<file path="src/rtl/lc3_wb_pkg.sv">
// Shared definitions for the LC3 memory-access / writeback stage:
// opcodes, writeback-source and FSM enums, PSR reset value, NZP helper.
package lc3_wb_pkg;

  localparam logic [3:0] OP_BR  = 4'b0000;
  localparam logic [3:0] OP_LD  = 4'b0010;
  localparam logic [3:0] OP_LDR = 4'b0110;
  localparam logic [3:0] OP_LDI = 4'b1010;
  localparam logic [3:0] OP_ST  = 4'b0011;
  localparam logic [3:0] OP_STR = 4'b0111;
  localparam logic [3:0] OP_STI = 4'b1011;

  localparam logic [2:0] PSR_RESET = 3'b010;

  typedef enum logic [1:0] {
    WC_ALU  = 2'd0,
    WC_MEM  = 2'd1,
    WC_PC   = 2'd2,
    WC_NONE = 2'd3
  } wctl_e;

  typedef enum logic [1:0] {
    S_IDLE    = 2'd0,
    S_RD_IND  = 2'd1,
    S_RD_DATA = 2'd2
  } state_e;

  function automatic logic [2:0] nzp_of(input logic [15:0] v);
    if (v[15])          return 3'b100;
    else if (v == '0)   return 3'b010;
    else                return 3'b001;
  endfunction

endpackage

</file>
<file path="src/rtl/lc3_regfile_8x16.sv">
// 8x16 register file: two async read ports, one sync write port, sync reset.
// Define LC3_WB_BYPASS_EN for write-through on the read ports.
module lc3_regfile_8x16
  #(parameter logic [15:0] RESET_VAL = 16'h0000)
  (
  input  logic        clk_i,
  input  logic        rst_i,
  input  logic        we_i,
  input  logic [2:0]  waddr_i,
  input  logic [15:0] wdata_i,
  input  logic [2:0]  raddr1_i,
  input  logic [2:0]  raddr2_i,
  output logic [15:0] rdata1_o,
  output logic [15:0] rdata2_o
);

  logic [15:0] mem_q [8];

  always_ff @(posedge clk_i) begin
    if (rst_i) begin
      for (int unsigned i = 0; i < 8; i++) mem_q[i[2:0]] <= RESET_VAL;
    end else if (we_i) begin
      mem_q[waddr_i] <= wdata_i;
    end
  end

`ifdef LC3_WB_BYPASS_EN
  assign rdata1_o = (we_i && waddr_i == raddr1_i) ? wdata_i : mem_q[raddr1_i];
  assign rdata2_o = (we_i && waddr_i == raddr2_i) ? wdata_i : mem_q[raddr2_i];
`else
  assign rdata1_o = mem_q[raddr1_i];
  assign rdata2_o = mem_q[raddr2_i];
`endif

endmodule

</file>
<file path="src/rtl/lc3_memaccess_writeback.sv">
// LC3 memory-access and writeback stage: loads/stores (incl. indirect), regfile, PSR, branch resolve.
// Optional macro LC3_WB_BYPASS_EN enables write-through on VSR1/VSR2.
module lc3_memaccess_writeback
  import lc3_wb_pkg::*;
  #(
  parameter logic [15:0] REG_RESET_VAL = 16'h0000,
  parameter logic [2:0]  PSR_RESET_VAL = PSR_RESET
  )
  (
  input  logic        clock,
  input  logic        reset,
  input  logic        enable_execute,
  input  logic [15:0] aluout,
  input  logic [15:0] pcout,
  input  logic [1:0]  W_Control_out,
  input  logic        Mem_Control_out,
  input  logic [2:0]  NZP,
  input  logic [15:0] IR_Exec,
  input  logic [2:0]  sr1,
  input  logic [2:0]  sr2,
  input  logic [2:0]  dr,
  input  logic [15:0] M_Data,
  output logic        mem_rd_en,
  output logic        mem_wr_en,
  output logic [15:0] mem_addr,
  output logic [15:0] mem_wdata,
  input  logic [15:0] mem_rdata,
  input  logic        mem_rvalid,
  output logic [15:0] VSR1,
  output logic [15:0] VSR2,
  output logic [2:0]  psr,
  output logic        br_taken,
  output logic        busy,
  output logic        wb_done,
  output logic        err_overrun
);

  state_e      state_q, state_d;
  logic        rd_en_q, rd_en_d, wr_en_q, wr_en_d;
  logic [15:0] addr_q, addr_d, wdata_q, wdata_d;
  logic [2:0]  psr_q, psr_d;
  logic        br_q, br_d, done_q, done_d, err_q, err_d;
  logic [2:0]  dr_q, dr_d;
  logic [15:0] stdata_q, stdata_d;
  logic        sti_q, sti_d;

  logic        rf_we;
  logic [2:0]  rf_waddr;
  logic [15:0] rf_wdata;

  wctl_e      wctl;
  logic [3:0] opcode;
  logic       unused_ir;

  assign wctl      = wctl_e'(W_Control_out);
  assign opcode    = IR_Exec[15:12];
  assign unused_ir = ^IR_Exec[11:0];

  lc3_regfile_8x16 #(.RESET_VAL(REG_RESET_VAL)) u_regfile (
    .clk_i    (clock),
    .rst_i    (reset),
    .we_i     (rf_we),
    .waddr_i  (rf_waddr),
    .wdata_i  (rf_wdata),
    .raddr1_i (sr1),
    .raddr2_i (sr2),
    .rdata1_o (VSR1),
    .rdata2_o (VSR2)
  );

  always_ff @(posedge clock) begin
    if (reset) begin
      state_q  <= S_IDLE;
      rd_en_q  <= 1'b0;
      wr_en_q  <= 1'b0;
      addr_q   <= '0;
      wdata_q  <= '0;
      psr_q    <= PSR_RESET_VAL;
      br_q     <= 1'b0;
      done_q   <= 1'b0;
      err_q    <= 1'b0;
      dr_q     <= '0;
      stdata_q <= '0;
      sti_q    <= 1'b0;
    end else begin
      state_q  <= state_d;
      rd_en_q  <= rd_en_d;
      wr_en_q  <= wr_en_d;
      addr_q   <= addr_d;
      wdata_q  <= wdata_d;
      psr_q    <= psr_d;
      br_q     <= br_d;
      done_q   <= done_d;
      err_q    <= err_d;
      dr_q     <= dr_d;
      stdata_q <= stdata_d;
      sti_q    <= sti_d;
    end
  end

  always_comb begin
    state_d = state_q;
    case (state_q)
      S_IDLE: begin
        if (enable_execute) begin
          if (wctl == WC_MEM)
            state_d = Mem_Control_out ? S_RD_IND : S_RD_DATA;
          else if (wctl == WC_NONE && opcode == OP_STI)
            state_d = S_RD_IND;
        end
      end
      S_RD_IND:  if (mem_rvalid) state_d = sti_q ? S_IDLE : S_RD_DATA;
      S_RD_DATA: if (mem_rvalid) state_d = S_IDLE;
      default:   state_d = S_IDLE;
    endcase
  end

  // Pulse outputs default low so each request is exactly one cycle wide.
  always_comb begin
    rd_en_d  = 1'b0;
    wr_en_d  = 1'b0;
    br_d     = 1'b0;
    done_d   = 1'b0;
    addr_d   = addr_q;
    wdata_d  = wdata_q;
    dr_d     = dr_q;
    stdata_d = stdata_q;
    sti_d    = sti_q;
    err_d    = err_q | (enable_execute && state_q != S_IDLE);
    rf_we    = 1'b0;
    rf_waddr = dr;
    rf_wdata = aluout;
    case (state_q)
      S_IDLE: begin
        if (enable_execute) begin
          case (wctl)
            WC_ALU, WC_PC: begin
              rf_we    = 1'b1;
              rf_wdata = (wctl == WC_PC) ? pcout : aluout;
              done_d   = 1'b1;
            end
            WC_MEM: begin
              rd_en_d = 1'b1;
              addr_d  = aluout;
              dr_d    = dr;
              sti_d   = 1'b0;
            end
            default: begin
              if (opcode == OP_ST || opcode == OP_STR) begin
                wr_en_d = 1'b1;
                addr_d  = aluout;
                wdata_d = M_Data;
                done_d  = 1'b1;
              end else if (opcode == OP_STI) begin
                rd_en_d  = 1'b1;
                addr_d   = aluout;
                stdata_d = M_Data;
                sti_d    = 1'b1;
              end else begin
                done_d = 1'b1;
                if (opcode == OP_BR) br_d = |(NZP & psr_q);
              end
            end
          endcase
        end
      end
      S_RD_IND: begin
        if (mem_rvalid) begin
          addr_d = mem_rdata;
          if (sti_q) begin
            wr_en_d = 1'b1;
            wdata_d = stdata_q;
            done_d  = 1'b1;
          end else begin
            rd_en_d = 1'b1;
          end
        end
      end
      S_RD_DATA: begin
        if (mem_rvalid) begin
          rf_we    = 1'b1;
          rf_waddr = dr_q;
          rf_wdata = mem_rdata;
          done_d   = 1'b1;
        end
      end
      default: ;
    endcase
    psr_d = rf_we ? nzp_of(rf_wdata) : psr_q;
  end

  assign mem_rd_en   = rd_en_q;
  assign mem_wr_en   = wr_en_q;
  assign mem_addr    = addr_q;
  assign mem_wdata   = wdata_q;
  assign psr         = psr_q;
  assign br_taken    = br_q;
  assign busy        = (state_q != S_IDLE);
  assign wb_done     = done_q;
  assign err_overrun = err_q;

endmodule
</file>
<file path="config.mk">
export PLATFORM = sky130hd
export DESIGN_NAME = lc3_memaccess_writeback
export DESIGN_NICKNAME = d
export VERILOG_FILES = /design/src/rtl/lc3_wb_pkg.sv /design/src/rtl/lc3_regfile_8x16.sv /design/src/rtl/lc3_memaccess_writeback.sv
export SDC_FILE = /design/constraint.sdc
export NUM_CORES = 1
export LEC_CHECK = 0
export CORE_MARGIN = 1.5
export CORE_UTILIZATION = 57
export DETAILED_ROUTE_END_ITERATION = 10
export GPL_TIMING_DRIVEN = 0
export PLACE_DENSITY_LB_ADDON = 0.08
export SYNTH_ARGS = -nofsm -noshare
export SYNTH_HDL_FRONTEND = slang
export SYNTH_SLANG_ARGS = --single-unit
</file>
<file path="constraint.sdc">
create_clock -name clock -period 6 [get_ports clock]
set_input_delay 0.9 -clock clock [delete_from_list [all_inputs] [get_ports clock]]
set_output_delay 0.9 -clock clock [all_outputs]
set_load 0.01 [all_outputs]
</file>
* Yosys cells after proc, flatten, opt, wreduce, memory -nomap -nowiden
Memory sizes are Yosys's and may differ from the RTL's.
Index checks and enable logic that the tools add are counted.
** Word-level totals
- Register bits :: 62
- Memory bits (writable) :: 128
- Input bits :: 99
- Output and inout port bits :: 73
- Memories kept :: 1
** Operators by class
- Equal/unequal tests :: 18
- Muxes and demuxes :: 62
- Bitwise gates (word level) :: 8
- Reduce and logical (&&, ||, !) cells :: 21
** Memories
- u_regfile.mem_q :: depth 8, bits a word 16, read ports 2, clocked after Yosys merged registers in 0, wr ports 8, line lc3_regfile_8x16.sv:17 : logic [15:0] mem_q [8];
** Operators by type and width (number)
- $mux W16 :: 14
- $pmux W16 S2 :: 4
- $mux W1 :: 24
- $logic_not A16 Y1 :: 1
- $mux W2 :: 8
- $ne A2 B2 Y1 const B :: 8
- $reduce_or A16 Y1 :: 1
- $reduce_and A5 Y1 :: 3
- $mux W3 :: 4
- $pmux W1 S2 :: 6
- $reduce_or A9 Y1 :: 1
- $eq A2 B2 Y1 const B :: 3
- $not A1 Y1 :: 6
- $pmux W2 S3 :: 1
- $reduce_and A6 Y1 :: 1
- $reduce_bool A2 Y1 :: 3
- $reduce_or A3 Y1 :: 2
- $eq A2 B1 Y1 const B :: 2
- $eq A4 B2 Y1 const B :: 1
- $eq A4 B3 Y1 const B :: 1
- $eq A4 B4 Y1 const B :: 1
- $logic_not A2 Y1 :: 2
- $logic_not A4 Y1 :: 1
- $ne A4 B4 Y1 const B :: 1
- 9 further kinds :: 10

* Longest topological paths before layout
- Depth in word-level cells :: 10
- Depth in mapped cells :: 9
- Mapped depth without buffers :: 7

* By module
From an unflattened synthesis, not the netlist that was laid out.
** Second synthesis, totals
- Cell total of the unflattened synthesis :: 749
- Area total of the unflattened synthesis :: 9977.1 sq um
** Modules (own cells, without submodules)
- lc3_regfile_8x16 :: times used 1, cells each 430, area an instance 7000.5 sq um, seq. area each 3843.7 sq um
- lc3_memaccess_writeback :: times used 1, cells each 319, area an instance 2976.6 sq um, seq. area each 1241.2 sq um

* Least setup slack after synthesis
No wires, ideal clock.
- Path kind :: input -> output
- Start point :: input port sr1[0]
- End point :: output port VSR1[0]
- Arrival time :: 2506 ps
- Slack :: 2594 ps
- Stages on the path :: 4
- Buffers on the path :: 2
- Cells stage by stage :: clkbuf_1 buf_1 mux4_2 mux2_2
** On the way
- Cells in the longest elaborated chain, start to end :: 1
** RTL lines
- start: declaration :: line lc3_memaccess_writeback.sv:19 : input logic [2:0] sr1,
- $mem_v2 Z8 W16
- end: declaration :: line lc3_memaccess_writeback.sv:29 : output logic [15:0] VSR1,
No other way between the ends.

* Worst setup path in the final report
- Start point :: input port sr1[1]
- End point :: output port VSR1[6]
Same word-level chain as after synthesis.

==> impl_metrics.py <==
metrics = {
    "timing": {
        "fin_crit_ns": 4.30,
        "fin_tns_setup_ns": 0,
        "hold_viol": 0,
        "final_max_slew_viol_count": 0,
        "fin_crit_sh_pct": 71.7,
        "worst_pin_slew_ns": 1.08,
        "relSlewSlack_pct": 28.0,
        "finClkSkew_ns": 0.00703,
        "hold_ws_ns": 0.455,
        "fmax_ghz": 0.232,
        "setup_violations": 0,
        "rsz0062_at_grt": "false",
        "setup_slack_ns": 1.70,
    },
    "clocking": {
        "tritoncts": "built",
        "path_clk_slew_ns": 0.07,
        "cts_root_buffer": "clkbuf_16",
        "ctsHoldBuffers": 0,
        "postCtsSetupBuffers": 0,
        "htreeDepth": 4,
        "cts_buffers": 17,
        "clk-insertion-delay-late_ns": 0.42,
        "cts_resized": 0,
        "clock_sinks": 190,
        "cts.path.max_buffers": 2,
    },
    "detailed_routing": {
        "drc_errors": 1,
        "viasPerCell": 6.37,
        "first_pass_iters": 8,
        "ant_nets": 0,
        "drt_iter0_drc": 661,
        "vias": 7332,
        "wl_mm": 26.8,
        "wl_per_cell_um": 23.3,
    },
    "outcome": {
        "violations": "DRC",
        "outcome": "finished, violations left",
    },
    "placed_design": {
        "place_hpwl_mm": 18.8,
        "routabilityCongestion": 0.897,
        "io_buffers": 153,
        "numPlacedInstances": 1120,
        "pre_cts_ws_ns": 1.62,
    },
    "global_route": {
        "grt_pass1_wl_mm": 41.4,
        "antenna_found_initial": 0,
        "grt_pass1_vias": 7527,
        "grt_max_degree": 17,
        "grt-ovfl-total": 0,
        "grt_use_total_pct": 31.4,
    },
    "critical_path": {
        "slowest_stage": "clkbuf_1",
        "critical-path-max-stage-delay_ns": 0.70,
        "ff2ff_path_depth": 8,
        "crit_start": "sr1[1]",
        "end_kind": "output port",
        "path_buf_inv": 3,
        "arrival_ns": 3.40,
        "r2r-end": "u_regfile.mem_q[6][9]",
        "rr_startpoint": "state_q[1]",
        "crit_chain": "clkdlybuf4s50_1, clkbuf_1, mux4_2, mux2_2, clkdlybuf4s50_1",
        "startpoint_type": "primary input",
        "crit_type": "primary input to output port",
        "cp_top_family": "buffers and inverters",
        "worst_path_most_repeated_cell": "clkdlybuf4s50_1",
        "cp_max_fo": 10,
        "rrSetupSlack_ns": 2.74,
        "cp.required_ns": 5.10,
    },
    "floorplanning": {
        "start_util_pct": 59.0,
        "die-area_um2": 17400,
        "core_um2": 16100,
        "die_h_um": 132,
        "boundaryPins": 172,
        "die_w_um": 132,
        "rows": 46,
    },
    "logic_synthesis": {
        "syn_inst": 751,
        "ys_seq_area_share_pct": 53.7,
        "syn_avg_cell_area_um2": 12.6,
        "synth_nets": 850,
        "ys_seq_elements": 190,
        "ys.flop_type": "edfxtp_1",
        "synth_edf_count": 128,
        "yosysWarnings": 0,
        "synthArstFlopShare_pct": 0,
        "synthesis.area_um2": 9470,
        "synth_cell_types": 43,
    },
    "finish": {
        "area_delta_synth_final_pct": 24.9,
        "num_antenna_cells": 0,
        "final_core_util_pct": 73.6,
        "fill_cells": 1059,
        "mostFrequentLayoutCell": "nor2_1",
        "finalNonFillerCells": 1151,
        "drive_above_1_share_pct": 16.4,
        "final_cell_mix": "172 x nor2_1, 153 x clkdlybuf4s50_1, 128 x edfxtp_1",
        "nets": 1022,
    },
    "power_and_ir_drop": {
        "power.leakage_nw": 3.95,
        "vdd_drop_max_uv": 199,
        "power.density_nw_per_um2": 256,
    },
    "worst_hold_path": {
        "min_from": "stdata_q[6]",
        "hold_path.class": "register to register",
        "min_to": "stdata_q[6]",
        "worstHoldPathCells": 2,
    },
    "job": {
        "cap_violations": 0,
    },
}
## where the power goes
group | switching (W) | leakage [nW] | total, W | internal [W]
clock | 0.000475 | 0.263 | 0.00109 | 0.000612
sequential | 0.0000300 | 1.83 | 0.00148 | 0.00145
combinational | 0.000236 | 1.86 | 0.000469 | 0.000233
## synthesized netlist by cell type, drive strengths merged (2+ instances only)
| cell type | n | area (um^2) |
|---|---|---|
| nand2b | 11 | 68.8 |
| a211oi | 34 | 255 |
| nand2 | 36 | 135 |
| a21oi | 37 | 298 |
| mux2i | 36 | 360 |
| dfxtp | 62 | 1240 |
| nor2 | 172 | 646 |
| nand4 | 4 | 25.0 |
| mux4 | 64 | 1440 |
| a21o | 2 | 15.0 |
| buf | 21 | 98.9 |
| nand3 | 19 | 95.1 |
| clkbuf | 38 | 143 |
| mux2 | 32 | 360 |
| nor4 | 2 | 18.8 |
| nor2b | 6 | 37.5 |
| a32o | 16 | 160 |
| inv | 2 | 7.50 |
| edfxtp | 128 | 3840 |
| nand3b | 3 | 22.5 |
| o21ai | 5 | 25.0 |
| nor3 | 8 | 50.1 |
## how the worst max path moves through the flow
stage,slack [ns],to,cells after the start
3_3_place_gp,1.67,u_regfile.mem_q[4][11],9
6_report,1.70,VSR1[6],5
2_1_floorplan,2.59,VSR1[0],4
3_5_place_dp,1.62,u_regfile.mem_q[6][11],9
4_1_cts,1.68,VSR1[12],5
5_1_grt,1.54,VSR1[12],5
## area by class of cell
cell class / count / area [um^2] / share of cell area [%]
Inverter: 2 / 7.51 / 0.0635
Buffer: 59 / 241 / 2.04
Tap cell: 216 / 270 / 2.29
Timing Repair Buffer: 153 / 1530 / 13.0
Clock inverter: 10 / 114 / 0.963
Clock buffer: 21 / 440 / 3.72
Multi-Input combinational cell: 500 / 4130 / 35.0
Sequential cell: 190 / 5080 / 43.0
## worst reg2reg max path, stage by stage (launching register included)
cell and delay [ns]:
dfxtp_1 0.39, and3b_1 0.17, buf_2 0.22, buf_2 0.29, mux2i_1 0.31, and2_1 0.17, clkbuf_1 0.16, nand2_1 0.29
nand2b_1 0.87
## metal layers
layer,routed length (um),part of all wire (%),track usage [%]
met5,0,0,0
met4,967,3.6,13.5
met3,2570,9.6,5.96
met2,13300,50,53.4
met1,9970,37,39.6
## registers in the layout, summed over array words and instances, names as in the netlist, 2 cells and up
signal	cells
dr_q	3
psr	3
mem_addr	16
mem_wdata	16
stdata_q	16
state_q	2
u_regfile.mem_q	128
## cell families (layout without fill, tap and decap cells)
| kind of cell | Yosys count | count (layout) | share of synthesized area, % |
|---|---|---|---|
| AO/OA/AOI/OAI | 99 | 99 | 8.40 |
| AND/OR/NAND/NOR | 269 | 269 | 12.4 |
| multiplexers | 132 | 132 | 22.8 |
| buffers and inverters | 61 | 245 | 2.63 |
| flip-flops | 190 | 190 | 53.7 |
## per-stage QoR
stage	area (um^2)	power, W
6_report	11800	0.00303
5_1_grt	11800	0.00311
4_1_cts	11800	0.00303
3_5_place_dp	11300	0.00197
3_3_place_gp	11300	0.00195
2_1_floorplan	9470	0.00174
Note: power is estimated with default switching activity, not from simulation.
